==> src/rtl/card_dealer.sv <==
// card_dealer: LFSR-driven card source that tracks a shoe of NUM_DECKS decks.
// Deals one card per request/valid handshake; supports shuffle, reseed and empty-shoe errors.
module card_dealer #(
  parameter int                LFSR_W    = 16,
  parameter logic [LFSR_W-1:0] SEED      = 16'hACE1,
  parameter int                NUM_DECKS = 1,
  parameter int                MAX_TRIES = 32
) (
  input  logic                               clk,
  input  logic                               rst,
  input  logic                               draw_req_i,
  input  logic                               shuffle_i,
  input  logic                               reseed_i,
  input  logic [LFSR_W-1:0]                  seed_in_i,
  output logic                               card_valid_o,
  output logic [3:0]                         card_rank_o,
  output logic [3:0]                         card_value_o,
  output logic [$clog2(52*NUM_DECKS+1)-1:0]  cards_left_o,
  output logic                               deck_empty_o,
  output logic                               busy_o,
  output logic                               draw_err_o
);

  localparam int CL_W = $clog2(52*NUM_DECKS+1);
  localparam int RC_W = $clog2(4*NUM_DECKS+1);
  localparam int TR_W = $clog2(MAX_TRIES+1);
  localparam logic [LFSR_W-1:0] TAPS      = LFSR_W'(16'hB400);
  localparam logic [LFSR_W-1:0] SEED_NZ   = (SEED == '0) ? LFSR_W'(1) : SEED;
  localparam logic [RC_W-1:0]   RANK_FULL = RC_W'(4*NUM_DECKS);
  localparam logic [CL_W-1:0]   SHOE_FULL = CL_W'(52*NUM_DECKS);

  // IDLE | waiting for draw_req
  // PICK | random rank attempts driven by the LFSR
  // SCAN | linear search for the first rank with cards left
  typedef enum logic [1:0] {IDLE, PICK, SCAN} state_t;

  state_t            state_q, state_d;
  logic [LFSR_W-1:0] lfsr_q, lfsr_d, lfsr_step;
  logic [TR_W-1:0]   tries_q, tries_d;
  logic [3:0]        ptr_q, ptr_d;
  logic [RC_W-1:0]   cnt_q [13];
  logic [RC_W-1:0]   cnt_d [13];
  logic [CL_W-1:0]   left_q, left_d;
  logic [3:0]        rank_q, rank_d, value_q, value_d;
  logic              valid_q, valid_d, err_q, err_d, empty_q, empty_d;
  logic              deal;
  logic [3:0]        deal_idx, pick_idx;

  assign lfsr_step = {1'b0, lfsr_q[LFSR_W-1:1]} ^ (lfsr_q[0] ? TAPS : '0);
  assign pick_idx  = lfsr_q[3:0];

  always_comb begin
    state_d  = state_q;
    tries_d  = tries_q;
    ptr_d    = ptr_q;
    cnt_d    = cnt_q;
    left_d   = left_q;
    rank_d   = rank_q;
    value_d  = value_q;
    valid_d  = 1'b0;
    err_d    = 1'b0;
    deal     = 1'b0;
    deal_idx = '0;
    lfsr_d   = lfsr_step;
    if (reseed_i) begin
      lfsr_d = (seed_in_i == '0) ? SEED_NZ : seed_in_i;
    end

    case (state_q)
      IDLE: begin
        if (draw_req_i) begin
          if (left_q == '0) begin
            err_d = 1'b1;
          end else begin
            state_d = PICK;
            tries_d = '0;
          end
        end
      end
      PICK: begin
        if ((pick_idx < 4'd13) && (cnt_q[pick_idx] != '0)) begin
          deal     = 1'b1;
          deal_idx = pick_idx;
        end else if (tries_q == TR_W'(MAX_TRIES-1)) begin
          state_d = SCAN;
          ptr_d   = '0;
        end else begin
          tries_d = tries_q + TR_W'(1);
        end
      end
      SCAN: begin
        if (cnt_q[ptr_q] != '0) begin
          deal     = 1'b1;
          deal_idx = ptr_q;
        end else begin
          ptr_d = (ptr_q == 4'd12) ? 4'd0 : ptr_q + 4'd1;
        end
      end
      default: state_d = IDLE;
    endcase

    if (deal) begin
      cnt_d[deal_idx] = cnt_q[deal_idx] - RC_W'(1);
      left_d          = left_q - CL_W'(1);
      rank_d          = deal_idx + 4'd1;
      value_d         = (deal_idx >= 4'd10) ? 4'd10 : deal_idx + 4'd1;
      valid_d         = 1'b1;
      state_d         = IDLE;
    end

    // Shuffle wins over any request or same-cycle deal; the last card stays on the outputs.
    if (shuffle_i) begin
      cnt_d   = '{default: RANK_FULL};
      left_d  = SHOE_FULL;
      state_d = IDLE;
      rank_d  = rank_q;
      value_d = value_q;
      valid_d = 1'b0;
      err_d   = 1'b0;
    end

    empty_d = (left_d == '0);
  end

  always_ff @(posedge clk or posedge rst) begin
    if (rst) begin
      state_q <= IDLE;
      lfsr_q  <= SEED_NZ;
      tries_q <= '0;
      ptr_q   <= '0;
      cnt_q   <= '{default: RANK_FULL};
      left_q  <= SHOE_FULL;
      rank_q  <= '0;
      value_q <= '0;
      valid_q <= 1'b0;
      err_q   <= 1'b0;
      empty_q <= 1'b0;
    end else begin
      state_q <= state_d;
      lfsr_q  <= lfsr_d;
      tries_q <= tries_d;
      ptr_q   <= ptr_d;
      cnt_q   <= cnt_d;
      left_q  <= left_d;
      rank_q  <= rank_d;
      value_q <= value_d;
      valid_q <= valid_d;
      err_q   <= err_d;
      empty_q <= empty_d;
    end
  end

  assign card_valid_o = valid_q;
  assign card_rank_o  = rank_q;
  assign card_value_o = value_q;
  assign cards_left_o = left_q;
  assign deck_empty_o = empty_q;
  assign busy_o       = (state_q != IDLE);
  assign draw_err_o   = err_q;

endmodule
==> config.mk <==
export PLATFORM = sky130hd
export DESIGN_NAME = card_dealer
export DESIGN_NICKNAME = d
export VERILOG_FILES = /design/src/rtl/card_dealer.sv
export SDC_FILE = /design/constraint.sdc
export NUM_CORES = 1
export LEC_CHECK = 0
export CORE_MARGIN = 2
export CORE_UTILIZATION = 50
export DETAILED_ROUTE_END_ITERATION = 8
export GPL_ROUTABILITY_DRIVEN = 0
export PLACE_DENSITY = 0.7
export REMOVE_ABC_BUFFERS = 1
export SLEW_MARGIN = 20
export SYNTH_ARGS = -nofsm -noshare
export SYNTH_HDL_FRONTEND = slang
export SYNTH_SLANG_ARGS = --single-unit
==> constraint.sdc <==
create_clock -name clk -period 5.07 [get_ports clk]
set_input_delay 1.014 -clock clk [delete_from_list [all_inputs] [get_ports clk]]
set_output_delay 1.014 -clock clk [all_outputs]
set_load 0.01 [all_outputs]
==> metrics list, run 1 <==
* # Max-Cap Violations: 0
* Synthesized area per cell: 9.38 sq um
- Of the cells placed in the final design, the portion with a size suffix greater than 1 is 15.3%.
- In this run the cell area measured after placement is 5610 sq um.
- Count of warnings emitted by yosys: 0
- Summing every instance area after synthesis gives 5240 sq um.
- DRC marker count from the first detailed-route iteration: 478
* DRC: 0
* Prevailing post-synth register cell: sky130_fd_sc_hd__dfrtp_1
* Worst-case setup slack after placement: 812 ps
- Wires add up to 13300 um.
* DR pass1 iterations: 5
- Summed over all layers, the global routing overflow is 0.
- Yosys mapped a number of flops with a built-in enable equal to 0.
- The worst pin sits at a relative slew slack of 32.6%.
- Sort of element at the start of the critical path: flip-flop
* Endpoint arrival time on the critical path: 4690 ps
- In the final routed layout, each cell accounts on average for 18.7 um.
- Type of destination of the critical path: flip-flop
- # resized after CTS: 0
* Level count of the clock H-tree: 3
* Distinct cells, synth: 78
- Buffers added to address setup during post-CTS repair amount to 0.
* Die width: 106 um
- Number of buffers inserted by hold repair at cts: 0
- Most common cell after layout, fill and taps aside: sky130_fd_sc_hd__dfrtp_1
- Hold Violations, Final: 0
- Number of global-route vias before repair: 4297
* Root buf cell: sky130_fd_sc_hd__clkbuf_8
- Total number of vias: 4553
* Vias per inst: 6.40
* Synthesized instance count: 558
- The min-delay analysis places its worst path in the category flip-flop to flip-flop.
- Of the synthesized area, sequential elements account for 40.7%.
* Total power per unit cell area: 423 nW/um^2
- The first global-routing pass estimated 22100 um of wire.
- At the pin with the least slew margin, the transition time is 1010 ps.
- Between clock sinks in the finished design, the worst skew comes to 12.3 ps.
- TritonCTS built the clock tree.
* Final antenna diode count: 0
- Classification of the worst setup path: flip-flop to flip-flop
- Detailed placement finished with a half-perimeter wire length of 9500 um.
- Dividing the final minimum period by the clock period gives 86.8%.
- The multi-input combinational cells in the finished layout cover a total of 2800 sq um.
- In the layout the commonest cells are sky130_fd_sc_hd__dfrtp_1 (60), sky130_fd_sc_hd__nand2_1 (44), sky130_fd_sc_hd__nor2_1 (40).
- Final-report max-slew violation count: 0
- The finished cells cover 5840 sq um.
* WP data required: 5360 ps
- Setup slack on the critical path of the routed design comes to 671 ps.
* Setup repair after global routing missed its margin: no
* Flip-flop and latch count after synthesis: 84
- Number of nets in the finished design: 604
* TritonCTS Buffers: 9
* Skew-Pair Late Insertion Delay: 370 ps
- Status: finished clean
- Once the floorplan was initialized, standard cells occupied 51.2% of the core.
- Count of port buffers added during placement: 38
- Counting the fill cells in the layout gives 905.
- Counting every sink on the clock net gives 84.
- Of all nets on the critical path, the largest fanout is 9.
* Number of ports placed on the die boundary: 39
- In this run the vertical extent of the chip is 106 um.
* Number of antenna violations at the first check in global routing: 0
- After clock tree synthesis, the clock-pin slew on the worst setup and hold paths is 90 ps.
- Combined global-route utilization of all metal layers: 24.6%
* Floorplan core area: 10200 sq um
* Total setup violations reported at the end of the flow: 0
- Die outline area: 11300 sq um
* Standby leakage power: 2.32 nW
- Pin count of the biggest net entering global routing: 49
- ANT nets after route: 0
- Compared with the post-synthesis result, the final layout area differs by 11.6%.
- Std cell rows: 37
* Async SR Flop Fraction: 100%
- Final critical delay including setup and external delays: 4400 ps
- Setup TNS after final layout: 0 ps
- Counting along the longest clock path gives a buffer depth of 2.
- The worst-case IR drop observed on VDD is 223 uV.
- Sequential cell area: 2130 sq um
- Maximum clock frequency: 0.227 GHz
cells by family after synthesis:
kind of cell / after synthesis / synth area share (%)
AND/OR/NAND/NOR: 216 / 22.4
AO/OA/AOI/OAI: 153 / 22.9
flip-flops: 84 / 40.7
buffers and inverters: 65 / 5.83
XOR/XNOR: 14 / 2.34
multiplexers: 13 / 2.70
adder cells (fa/ha/maj): 13 / 3.11
worst max-delay path: stages (launching register included):
cell,delay (ps)
sky130_fd_sc_hd__dfrtp_1,380
sky130_fd_sc_hd__inv_1,120
sky130_fd_sc_hd__ha_1,350
sky130_fd_sc_hd__a21boi_0,200
sky130_fd_sc_hd__and4_1,370
sky130_fd_sc_hd__a22oi_1,210
sky130_fd_sc_hd__or4_1,650
sky130_fd_sc_hd__a311oi_1,490
sky130_fd_sc_hd__o21ai_0,220
sky130_fd_sc_hd__and3_1,230
sky130_fd_sc_hd__ha_1,190
sky130_fd_sc_hd__nor2_1,290
sky130_fd_sc_hd__buf_4,230
sky130_fd_sc_hd__and3_1,160
sky130_fd_sc_hd__and3_1,170
sky130_fd_sc_hd__nor3_2,50
sequential cells by signal (all words and copies together) (netlist names), 2 cells and up:
name,cells
cnt_q,39
lfsr_q,16
cards_left_o,6
tries_q,6
card_rank_o,4
card_value_o,4
ptr_q,4
state_q,2
per-stage QoR:
| stage | std cells | util [%] | total power, mW | hold WS, ps |
|---|---|---|---|---|
| 3_3_place_gp | 695 | 54.9 | 1.89 | 456 |
| 5_1_grt | 711 | 57.1 | 2.62 | 504 |
| 4_1_cts | 711 | 57.1 | 2.46 | 485 |
| 2_1_floorplan | 514 | - | 1.53 | 450 |
| 6_report | 711 | 57.1 | 2.47 | 478 |
| 3_5_place_dp | 695 | 54.9 | 1.91 | 466 |
synthesized netlist by cell type, drive strengths merged, types with 4 or more instances:
library cell	count	share of area (%)
a211oi	29	5.2
inv	20	1.4
or2	4	0.48
a311oi	10	1.7
o31ai	4	0.67
nand2	44	3.2
ha	13	3.1
and2	5	0.60
o211ai	6	0.96
o311ai	6	1.0
and3	19	2.3
dfstp	24	12
dfrtp	60	29
clkbuf	26	1.9
o32ai	4	0.67
mux2i	4	0.76
nor4	9	1.4
nor2b	6	0.72
a31oi	7	0.96
o21ai	24	2.3
buf	18	2.4
xnor2	4	0.67
nand4	7	0.84
a21oi	23	2.3
xor2	10	1.7
or3	5	0.60
and4	7	1.2
nor3	26	2.6
nand2b	4	0.48
o22a	8	1.3
mux2	9	1.9
nand3	24	2.3
nor2	43	3.4
per-layer routing:
metal | GRT usage [%] | share of wire [%] | vias up
met4 | 9.30 | 2.4 | 0
li1 | - | - | 2103
met1 | 34.9 | 45 | 2211
met2 | 37.5 | 45 | 203
met5 | 0 | 0 | -
met3 | 4.29 | 7.1 | 36
cell type report:
type,count,area share [%]
clock buffers,12,2.66
clock inverters,4,1.24
inverters,21,1.46
multi-input cells,409,47.9
flip-flops and latches,84,36.5
well taps,136,2.91
repair buffers,45,7.32
worst paths after layout:
| check | startpoint | to | slack (ps) | cells after the start |
|---|---|---|---|---|
| max in group asynchronous | rst | cnt_q[20]$_DFFE_PP1P_ | 3010 | 3 |
| worst max register to register | state_q[1]$_DFFE_PP0P_ | cnt_q[17]$_DFFE_PP1P_ | 670 | 15 |
| worst min-delay path | lfsr_q[4]$_DFF_PP0_ | lfsr_q[3]$_DFF_PP0_ | 480 | 1 |
| worst max-delay path | state_q[1]$_DFFE_PP0P_ | cnt_q[17]$_DFFE_PP1P_ | 670 | 15 |
| min in group asynchronous | rst | tries_q[1]$_DFFE_PP0P_ | 1080 | 2 |
| worst min register to register | lfsr_q[4]$_DFF_PP0_ | lfsr_q[3]$_DFF_PP0_ | 480 | 1 |
where the power goes:
| group | internal, mW | switching (mW) |
|---|---|---|
| Combinational | 0.384 | 0.693 |
| Sequential | 0.766 | 0.0811 |
| Clock | 0.304 | 0.244 |
| Total | 1.45 | 1.02 |
No activity file was read; power rests on OpenSTA's default activity.
==> run 2: changes to the inputs <==
Settings changed: CAP_MARGIN from default to 20, CORE_ASPECT_RATIO from default to 0.75, SKIP_LAST_GASP from default to 1.
==> run 2 against run 1 <==
Effect of this change: sequential power is 0.7% higher; worst setup slack worse by 24 ps; die area about the same; clock power up 23%; cell count fell by 0.28%; sequential share of layout area shrank 0.39 points; routed wire length rose by 5.7%; critical endpoint is now cnt_q[32]$_DFFE_PP1P_.
==> metrics list, run 2 (synthesis gave the netlist of run 1 again) <==
* Status: finished clean
* # Max-Cap Violations: 0 (unchanged)
- Worst-case hold slack: 479 ps (+1.41 ps)
- The largest fanout of any net on the critical path was 13 (+4).
* Worst vdd ir: 287 uV (+29%)
- The die area came to 11300 sq um (about the same).
- The number of failing hold endpoints at the final stage was 0 (unchanged).
- Maximum clock frequency: 0.226 GHz (-0.55%)
- The vertical extent of the die was 92.6 um (-13%).
* Sinks on the clock net: 84 (unchanged)
- The number of antenna violations at the first check in global routing is 0 (unchanged).
- Pin count of the biggest net entering global routing: 44 (-10%)
- The overall via count from detail_route is 4601 (+1.1%).
- Number of buffers inserted by hold repair at cts: 0 (unchanged)
- First-pass GRT wire length: 22700 um (+2.8%)
- Largest registers in the final layout: cnt_q x39, lfsr_q x16
* Rel. slew slack: 34.2% (+1.6 points)
- The number of buffers added by the clock tree synthesis step came to 9 (unchanged).
- Count of port buffers added during placement: 38 (unchanged)
- Max FFs per register: 39 (unchanged)
- The worst setup path is launched from a flip-flop.
- The total global routing track utilization is 25.9% (+1.3 points).
* Die width: 122 um (+15%)
- The HPWL reported at the end of detailed placement was 9970 um (+4.9%).
* Root buf cell: sky130_fd_sc_hd__clkbuf_16
* Worst-case setup slack after placement: 789 ps (-23.4 ps)
* Level count of the clock H-tree: 3 (unchanged)
- The static power due to leakage came to 2.34 nW (+0.76%).
* Register name with the most flops: cnt_q
- For this design, the slowest cell found on the critical path is sky130_fd_sc_hd__nor2b_1.
* DRT Wirelength: 14000 um (+5.7%)
* ANT nets after route: 0 (unchanged)
- Crit-path cells: or2_1 > o22ai_1 > o31ai_2 > and3_1 > nor2_4 > nor2_4 > inv_2 > and4_1 > nor4_1 > a211oi_2 > inv_2 > ha_1 > nor2b_1 > nand3_1 > o32ai_1 > a31oi_1
* Type of destination of the critical path: flip-flop
- Total setup violations reported at the end of the flow: 0 (unchanged)
- The end-of-flow core utilization came to 57.6% (+0.52 points).
- The post-route fraction of the period consumed by the critical path came to 87.2% (+0.48 points).
- # resized after CTS: 0 (unchanged)
* Setup Fix Bufs, Post-CTS: 0 (unchanged)
- Leaving out fill and tap cells, the most frequent cells in the layout are sky130_fd_sc_hd__dfrtp_1 (60), sky130_fd_sc_hd__nand2_1 (44), sky130_fd_sc_hd__nor2_1 (40).
- The transition time at the pin with the least slew margin came to 986 ps (-24.2 ps).
- GRT overflow: 0 (unchanged)
* Number of ports placed on the die boundary: 39 (unchanged)
- Std cell rows: 32 (-14%)
* Final-report max-slew violation count: 0 (unchanged)
- Overall power after layout: 2.60 mW (+5.1%)
* Starting utilization of the core area: 51.1% (-0.094 points)
- Clock slew at reported path FFs: 70 ps (-20 ps)
* Classification of the worst setup path: flip-flop to flip-flop
- The data arrival time of the worst path is 4660 ps (-30 ps).
- DRC marker count from the first detailed-route iteration: 508 (+6.3%)
- Least setup slack across all paths after layout: 647 ps (-24.1 ps)
- The vias per cell came to 6.49 (+1.3%).
- Number of global-route vias before repair: 4212 (-2.0%)
- Average wire length per cell after detail routing: 19.8 um (+6.0%)
- Final antenna diode count: 0 (unchanged)
* CTS tree: done
* DRC: 0 (unchanged)
* Most common cell after layout, fill and taps aside: sky130_fd_sc_hd__dfrtp_1
* Setup TNS after final layout: 0 ps (unchanged)
- Skew-Pair Late Insertion Delay: 340 ps (-30 ps)
- The buffer levels on the longest clock path came to 2 (unchanged).
* Area growth from synthesis to layout: 12.8%
- The net count reported at finish came to 602 (-0.33%).
* Setup repair after global routing missed its margin: no
- The maximum cell stage delay along the critical path is 740 ps (+90 ps).
* Total power per unit cell area: 440 nW/um^2 (+3.9%)
* Floorplan core area: 10200 sq um (+0.18%)
- WP data required: 5310 ps (-50 ps)
- The fraction of layout cells with a size suffix above 1 was 15.2% (-0.12 points).
* Final critical delay including setup and external delays: 4420 ps (+24.1 ps)
* Setup Skew: 7.08 ps (-5.21 ps)
- In this run the worst hold path is classified as flip-flop to flip-flop.
* DR pass1 iterations: 5 (unchanged)
==> run 2: cell count changes in the layout (fill, tap and decap cells not counted), moves of 2 or more <==
| cell | before | now |
|---|---|---|
| sky130_fd_sc_hd__clkbuf_16 | 0 | 9 |
| sky130_fd_sc_hd__clkbuf_8 | 11 | 0 |
| sky130_fd_sc_hd__inv_6 | 0 | 2 |
| sky130_fd_sc_hd__buf_4 | 7 | 5 |
| sky130_fd_sc_hd__clkinvlp_4 | 1 | 3 |
==> run 2: path summary, 6_finish.rpt <==
check                                startpoint                         end  slack (ps)  cells past startpoint
setup reg to reg           ptr_q[0]$_DFFE_PP0P_       cnt_q[32]$_DFFE_PP1P_         650                     16
hold reg to reg            lfsr_q[12]$_DFF_PP0_        lfsr_q[11]$_DFF_PP1_         480                      1
setup / recovery           ptr_q[0]$_DFFE_PP0P_       cnt_q[32]$_DFFE_PP1P_         650                     16
max in group asynchronous                   rst        cnt_q[2]$_DFFE_PP1P_        2960                      3
hold / removal             lfsr_q[12]$_DFF_PP0_        lfsr_q[11]$_DFF_PP1_         480                      1
min in group asynchronous                   rst  card_rank_o[0]$_DFFE_PP0P_        1090                      2
==> run 2: per-layer routing <==
metal  global-route usage (%)  share of wire [%]
met1                     39.7                 47
met2                     35.5                 42
met3                     7.08                8.8
met4                     6.70                1.8
met5                        0                  0
==> run 2: layout make-up <==
cell class / count / area (sq um)
repair buffers: 43 / 413
clock inverters: 7 / 81.3
fillers: 909 / 4340
clock buffers: 9 / 225
multi-input cells: 409 / 2800
flip-flops and latches: 84 / 2130
inverters: 21 / 85.1
well taps: 136 / 170
==> run 2: worst max-delay path: cells and delay by family (launching register included) <==
kind / cells / cell delay [ps]
and+or+nand+nor: 8 / 2530
AOI/OAI and AO/OA: 5 / 840
DFF: 1 / 580
buffers and inverters: 2 / 190
adders and majority gates: 1 / 160
==> run 2: where the power goes <==
| part | internal [mW] | switching, mW | leakage, nW |
|---|---|---|---|
| clock | 0.388 | 0.287 | 0.141 |
| sequential | 0.767 | 0.0866 | 1.06 |
| combinational | 0.372 | 0.695 | 1.14 |
==> run 2: stage by stage <==
stage          std cells  instance area, sq um
6_report             709                  5910
5_1_grt              709                  5910
4_1_cts              709                  5910
3_5_place_dp         693                  5600
3_3_place_gp         693                  5600
2_1_floorplan        514                  5010
==> run 3: changes to the inputs <==
Settings changed: DONT_BUFFER_PORTS from default to 1, PLACE_DENSITY 0.7 to default, SKIP_CTS_REPAIR_TIMING from default to 1.
==> run 3 against run 2 <==
Effect of this change: design area down 6.3%; worst hold slack worse by 1.7 ps; utilization down 3.6 points.
==> metrics list, run 3 (synthesis gave the netlist of run 1 again) <==
- Vias per inst: 6.67 (+2.7%)
- met1 is the most crowded layer.
- Clock slew at reported path FFs: 60 ps (about the same)
* GRT overflow: 0 (unchanged)
* Most common cell after layout, fill and taps aside: sky130_fd_sc_hd__dfrtp_1
- The fraction of layout cells with a size suffix above 1 came to 16.2% (+1.0 points).
- The worst-skew pair later-pin latency was 340 ps (about the same).
* Final-report max-slew violation count: 0 (unchanged)
- The tree is rooted in a sky130_fd_sc_hd__clkbuf_16.
* # Max-Cap Violations: 0 (unchanged)
- Final critical delay including setup and external delays: 4060 ps (-362 ps)
- The met2 usage came to 35.7% (+0.19 points).
- Average wire length per cell after detail routing: 21.0 um (+6.1%)
- The maximum number of pins on one net before global-route repair came to 48 (+9.1%).
- The net count reported at finish was 565 (-6.1%).
- Total power per unit cell area: 455 nW/um^2 (+3.3%)
* Max FFs per register: 39 (unchanged)
* Hold Violations, Final: 0 (unchanged)
* Global-route met1 utilization: 40.9% (+1.1 points)
- The first-pass detailed-route iteration total is 5 (unchanged).
- Std cell rows: 32 (unchanged)
- The power after layout was 2.51 mW (-3.2%).
- Status: finished clean
* Area growth from synthesis to layout: 5.64%
* First-pass GRT wire length: 22700 um (unchanged)
* DRC: 0 (unchanged)
* Biggest cell delay along the critical path: 560 ps (-180 ps)
- The H-tree level count is 3 (unchanged).
* Sinks on the clock net: 84 (unchanged)
- The vertical extent of the die was 92.6 um (unchanged).
- The HPWL reported at the end of detailed placement is 9990 um (+0.24%).
- ANT nets after route: 0 (unchanged)
* Total number of vias: 4480 (-2.6%)
- Worst min path class: flip-flop to flip-flop
- Final antenna diode count: 0 (unchanged)
- The area of the core is 10200 sq um (unchanged).
- The worst hold slack after final layout came to 477 ps (-1.71 ps).
* Maximum count of clock buffers along a single path: 2 (unchanged)
- The maximum resistive drop on vdd was 212 uV (-26%).
* Endpoint arrival time on the critical path: 4310 ps (-350 ps)
* Standby leakage power: 2.20 nW (-6.1%)
- Traced cell by cell, the critical path runs through or2_1 > o22ai_1 > o31ai_2 > and3_1 > nor2_4 > nor2_4 > inv_2 > and4_1 > nor4_1 > a211oi_2 > inv_2 > ha_1 > nor2_1 > buf_4 > and3_1 > and3_1 > nor3_1.
* Maximum clock frequency: 0.246 GHz (+8.9%)
- Classification of the worst setup path: flip-flop to flip-flop
- The horizontal extent of the die is 122 um (unchanged).
- Crit-path slowest cell: sky130_fd_sc_hd__dfrtp_1
- The post-route fraction of the period consumed by the critical path is 80.1% (-7.1 points).
- The worst setup path is captured at a flip-flop.
- Setup repair after global routing left no endpoint under its margin.
- TritonCTS Buffers: 9 (unchanged)
* Delay-heaviest family, CP: simple AND/OR/NAND/NOR gates
- Number of ports placed on the die boundary: 39 (unchanged)
* DRT Wirelength: 14100 um (+0.61%)
* Number of global-route vias before repair: 4145 (-1.6%)
- The worst setup path is launched from a flip-flop.
- The data required time at the worst endpoint is 5320 ps (about the same).
* Starting utilization of the core area: 51.1% (unchanged)
* Number of antenna violations at the first check in global routing: 0 (unchanged)
- The number of buffers inserted by port buffering is 0 (-100%).
* Largest registers in the final layout: cnt_q x39, lfsr_q x16
- Counting flops per register, the top entry is cnt_q.
- Rel. slew slack: 29.7% (-4.4 points)
- Total setup violations reported at the end of the flow: 0 (unchanged)
- Critical-path maximum fanout: 12 (-1)
* Filler cell count: 955 (+5.1%)
- Leaving out fill and tap cells, the most frequent cells in the layout are sky130_fd_sc_hd__dfrtp_1 (60), sky130_fd_sc_hd__nand2_1 (44), sky130_fd_sc_hd__nor2_1 (40).
- The setup clock skew after layout was 5.32 ps (-1.75 ps).
- The number of buffer and inverter instances along the worst setup path came to 3 (+1).
- The transition time at the pin with the least slew margin was 1050 ps (+66.5 ps).
- The met3 usage in global routing came to 5.23% (-1.8 points).
* Combined global-route utilization of all metal layers: 26.1% (+0.18 points)
- Setup TNS after final layout: 0 ps (unchanged)
- Most numerous cell on the critical path: sky130_fd_sc_hd__and3_1
* DRC marker count from the first detailed-route iteration: 414 (-19%)
* Die outline area: 11300 sq um (unchanged)
* CTS tree: done
-- run 3: worst paths after layout --
check / endpoint / slack, ps / depth (start not counted) / startpoint
worst max-delay path: cnt_q[26]$_DFFE_PP1P_ / 1010 / 17 / ptr_q[0]$_DFFE_PP0P_
worst min-delay path: lfsr_q[11]$_DFF_PP1_ / 480 / 1 / lfsr_q[12]$_DFF_PP0_
worst max register to register: cnt_q[26]$_DFFE_PP1P_ / 1010 / 17 / ptr_q[0]$_DFFE_PP0P_
worst min register to register: lfsr_q[11]$_DFF_PP1_ / 480 / 1 / lfsr_q[12]$_DFF_PP0_
max in group asynchronous: cnt_q[26]$_DFFE_PP1P_ / 3400 / 2 / rst
min in group asynchronous: card_rank_o[1]$_DFFE_PP0P_ / 660 / 1 / rst
-- run 3: area by class of cell --
cell class	count	area, sq um	area share [%]
clock inverter	7	75.1	1.36
multi-input combinational	409	2800	50.6
clock buffer	9	225	4.07
inverter	21	85.1	1.54
timing repair buffer	6	45.0	0.814
tap	136	170	3.08
sequential	84	2130	38.5
-- run 3: worst reg2reg max path: cells and delay by family, from the launching register on --
family / cells / cell delay (ps)
AND/OR/NAND/NOR: 10 / 2280
AO/OA/AOI/OAI: 3 / 600
flip-flops: 1 / 560
buffers and inverters: 3 / 380
adder cells (fa/ha/maj): 1 / 160
-- run 3: stage by stage --
step                      worst slack [ps]  util (%)  std cells  area [sq um]
after floorplan                        933         -        514          5010
after global placement                1150      51.0        656          5230
after detailed placement              1130      51.0        656          5230
after CTS                             1100      54.0        672          5530
after global routing                   759      54.0        672          5530
final                                 1010      54.0        672          5530
-- run 3: where the power goes --
| group | internal [mW] | total, mW | switching (mW) |
|---|---|---|---|
| Sequential | 0.768 | 0.877 | 0.109 |
| Combinational | 0.300 | 0.964 | 0.663 |
| Clock | 0.384 | 0.674 | 0.290 |
-- run 3: routing by layer --
| metal | wire length [um] | share of wire, % | vias up |
|---|---|---|---|
| li1 | - | - | 2028 |
| met1 | 6750 | 48 | 2191 |
| met2 | 5820 | 41 | 218 |
| met3 | 1260 | 8.9 | 43 |
| met4 | 304 | 2.2 | 0 |
| met5 | 0 | 0 | - |
